[src/rtl/rf_scoreboard.sv]
// rtl/rf_scoreboard.sv - multi-read-port register file with per-register pending-write scoreboard
// Optional write-through forwarding is enabled by defining RF_BYPASS_EN.
module rf_scoreboard #(
  parameter int DW  = 32,
  parameter int AW  = 5,
  parameter int NRD = 2
) (
  input  logic              Clk,
  input  logic              Rst,
  input  logic [NRD*AW-1:0] RA,
  output logic [NRD*DW-1:0] RD,
  output logic [NRD-1:0]    Busy,
  input  logic [AW-1:0]     WA,
  input  logic [DW-1:0]     WD,
  input  logic              RFWr,
  input  logic [AW-1:0]     ResvA,
  input  logic              ResvEn
);

  localparam int DEPTH = 1 << AW;

  logic [DW-1:0]    regs_q [DEPTH];
  logic [DEPTH-1:0] pend_q;
  logic [DEPTH-1:0] pend_d;
  logic             wr_ok;
  logic             resv_ok;

  assign wr_ok   = RFWr && (WA != '0);
  assign resv_ok = ResvEn && (ResvA != '0);

  // Reserve is applied after the write clear so a new producer wins over the completing one.
  always_comb begin
    pend_d = pend_q;
    if (wr_ok)   pend_d[WA]    = 1'b0;
    if (resv_ok) pend_d[ResvA] = 1'b1;
    pend_d[0] = 1'b0;
  end

  always_ff @(posedge Clk or posedge Rst) begin
    if (Rst) begin
      for (int i = 0; i < DEPTH; i++) regs_q[i] <= '0;
      pend_q <= '0;
    end else begin
      if (wr_ok) regs_q[WA] <= WD;
      pend_q <= pend_d;
    end
  end

  for (genvar k = 0; k < NRD; k++) begin : g_rd
    logic [AW-1:0] ra;
    logic [DW-1:0] rd;
    logic          bsy;

    assign ra = RA[k*AW +: AW];

    always_comb begin
      rd  = regs_q[ra];
      bsy = pend_q[ra];
`ifdef RF_BYPASS_EN
      if (wr_ok && (ra == WA)) begin
        rd  = WD;
        bsy = resv_ok && (ResvA == WA);
      end
`endif
      if (ra == '0) begin
        rd  = '0;
        bsy = 1'b0;
      end
    end

    assign RD[k*DW +: DW] = rd;
    assign Busy[k]        = bsy;
  end

endmodule

[config.mk]
export PLATFORM = sky130hd
export DESIGN_NAME = rf_scoreboard
export DESIGN_NICKNAME = d
export VERILOG_FILES = /design/src/rtl/rf_scoreboard.sv
export SDC_FILE = /design/constraint.sdc
export NUM_CORES = 2
export LEC_CHECK = 0
export BUFFER_PORTS_ARGS = -buffer_cell sky130_fd_sc_hd__buf_2
export CORE_ASPECT_RATIO = 0.7
export CORE_MARGIN = 4
export CORE_UTILIZATION = 60
export DETAILED_ROUTE_END_ITERATION = 6
export PLACE_DENSITY = 0.74
export SLEW_MARGIN = 20
export SYNTH_ARGS = -nofsm -noshare
export SYNTH_HDL_FRONTEND = slang
export SYNTH_SLANG_ARGS = --single-unit
[constraint.sdc]
create_clock -name Clk -period 69.5 [get_ports Clk]
set_input_delay 20.85 -clock Clk [delete_from_list [all_inputs] [get_ports Clk]]
set_output_delay 20.85 -clock Clk [all_outputs]
set_load 0.05 [all_outputs]
==> impl_metrics.json <==
{
  "ctsHoldBuffers": 0,
  "post-route-min-period_ns": 46.04,
  "yosysMostFrequentCell": "dfrtp_1",
  "synth-seq-area-share": 0.467,
  "path_clk_slew_ns": 0.06,
  "syn_inst": 3772,
  "r2r-end": "regs_q[420]",
  "outcome": "complete, but fails checks",
  "clockRootBuffer": "clkbuf_16",
  "p_leak_nw": 26.2,
  "core_um2": 92700,
  "violations": "DRC",
  "finalCritPeriodShare": 0.662,
  "nets": 3681,
  "first_global_vias": 38629,
  "tns_ns": 0,
  "worstPathArrival_ns": 25.19,
  "tritoncts": "yes",
  "gp_routability_congestion": 0.865,
  "routed_wl_um": 182000,
  "cts_sinks": 1055,
  "clk_latency_ns": 0.70,
  "die_x_um": 375,
  "crit_type": "primary input to output port",
  "synth_seq_cells": 1055,
  "synth-edff-count": 0,
  "route.detailed.drc": 6,
  "first_iter_violations": 4820,
  "dpl.cell_count": 4758,
  "yosys-top-cells-area": "dfrtp_1 47%, mux2_2 21%, mux4_2 18%",
  "cts-buffers-inserted": 99,
  "antenna_found_initial": 24,
  "hold_path_class": "flop to flop",
  "holdPathStages": 0,
  "fillers": 6374,
  "setup_violations": 0,
  "cp_max_fo": 129,
  "cts_setup_buffers": 0,
  "ant_nets": 0,
  "synth_top_area_share": 0.467,
  "io_pins": 122,
  "irDropWorstVdd_uv": 21.0,
  "cp-end-kind": "output port",
  "initial_core_util": 0.609,
  "via_per_inst": 7.61,
  "r2r_start": "regs_q[420]",
  "maxSlewViolCount": 0,
  "grtUsageTotal": 0.369,
  "grt-ovfl-total": 0,
  "fin_cells": 4948,
  "dieHeight_um": 265,
  "power_density_nw_per_um2": 29.3,
  "worstRegToRegCells": 1,
  "drive_gt1_frac": 0.523,
  "fmax_mhz": 21.7,
  "synth_top_cell_by_area": "dfrtp_1",
  "fin_worst_skew_ns": 0,
  "routedWlPerCell_um": 36.8,
  "dominantRegCellSynth": "dfrtp_1",
  "dr.pass1.iters": 7,
  "postSynthNetCount": 3828,
  "syn_avg_cell_area_um2": 15.0,
  "hold_viol": 0,
  "grt_pass1_wl_um": 268000,
  "min-delay-start": "regs_q[1019]",
  "rows": 93,
  "synth_area_um2": 56500,
  "final_core_util": 0.655,
  "rrSetupSlack_ns": 68.68,
  "routed-via-count": 37659,
  "dp_hpwl_um": 104000,
  "htreeDepth": 3,
  "multi_input_area_um2": 28000,
  "ys_warn_count": 0,
  "crit_path_start_kind": "primary input",
  "worst_pin_slew_ns": 1.31,
  "cts_buffer_depth": 3,
  "grt_max_degree": 186,
  "regArea_um2": 26400,
  "synth_common_cells": "1,055 x dfrtp_1, 1,030 x mux2_2, 460 x mux4_2, 211 x clkbuf_1, 141 x buf_2",
  "required_ns": 48.65,
  "max_slew_margin": 0.118,
  "drv_cap": 0,
  "whs_endpoint": "regs_q[1019]",
  "die_area_um2": 99300,
  "postCtsResizedCells": 0,
  "area_growth_pct": 7.43,
  "rsz0062_at_grt": "no",
  "synth.distinct_cells": 44,
  "ys_async_sr_fraction": 1.00,
  "io_buffers": 121
}
[where the power goes]
group          total [mW]  leakage (nW)  internal [mW]  switching (mW)
logic               0.386          11.0          0.214           0.171
clock network       0.568          1.67          0.321           0.247
registers           0.824          13.5          0.732          0.0923
total                1.78          26.2           1.27           0.511
[worst max-delay path by stage]
stage	from	to	cells past startpoint
2_1_floorplan	Rst	pend_q[10]	1
3_3_place_gp	RA[2]	RD[25]	8
3_5_place_dp	RA[7]	RD[58]	8
4_1_cts	RA[7]	RD[58]	8
5_1_grt	RA[2]	RD[6]	8
6_report	RA[7]	RD[38]	8
[through the flow]
| step | setup WS (ns) | hold WS, ns | total power [mW] | area, µm² |
|---|---|---|---|---|
| global route | 23.47 | 0.403 | 1.84 | 60700 |
| detailed placement | 23.61 | 0.383 | 1.21 | 57300 |
| finish | 23.46 | 0.396 | 1.78 | 60700 |
| CTS | 23.60 | 0.398 | 1.77 | 60600 |
| floorplan | 18.95 | 0.441 | 1.11 | 56500 |
| global placement | 23.63 | 0.376 | 1.18 | 57300 |
[cell usage in the layout, fill, tap and decap left out, types with 6 or more instances in the layout]
cell       synthesis  layout
mux2_2          1030    1030
buf_2            141     115
a221oi_1          52      52
nand3b_1           7       7
mux2_4            30      30
a311oi_1          66      63
o21ai_0          119     119
a22oi_1           66      66
buf_4             70      69
o2111ai_1         14      14
o22ai_1            8       8
clkbuf_1         211      16
o21ai_1           11      11
diode_2            0       6
nor2_1            14       6
clkbuf_16          0     103
clkbuf_8           0      23
bufinv_16          0       7
nand2_1           44      38
mux4_2           460     460
nor2_4             0      14
a211oi_1          64      64
clkinv_2           0      28
buf_6             18       6
a22o_1            13      13
nand2_2            0       6
dfrtp_1         1055    1055
inv_1             13      10
nor2b_1           72      68
mux2i_1          132     132
[final cells by class]
cell class	instances	share of cell area
Tap cell	1235	0.0255
Timing Repair Buffer	199	0.0219
Clock inverter	41	0.00666
Clock buffer	142	0.0487
Sequential cell	1055	0.435
Antenna cell	6	0.000247
Inverter	13	0.000969
Multi-Input combinational cell	2257	0.461
[logic make-up after synthesis]
kind of cell,share of synthesized area
buffers and inverters,0.0416
DFF,0.467
muxes,0.420
and+or+nand+nor,0.0184
AOI/OAI and AO/OA,0.0530
[routing by layer]
layer,vias to the layer above,routed length (µm),global-route usage
met5,-,129,0
met4,14,8400,0.155
met3,593,23800,0.129
met2,2678,80000,0.533
met1,20047,69500,0.514
li1,14327,-,-
[state kept, by name, summed over array words and instances, names as in the netlist]
register and count:
pend_q 31, regs_q 1024
[critical path: stages]
cell and delay (ns):
buf_8 0.37, buf_12 0.62, buf_4 0.85, mux2i_1 0.18, a221oi_1 0.32, o21ai_0 0.17
a311oi_1 1.13, buf_2 0.44
Note: power is estimated with default switching activity, not from simulation.
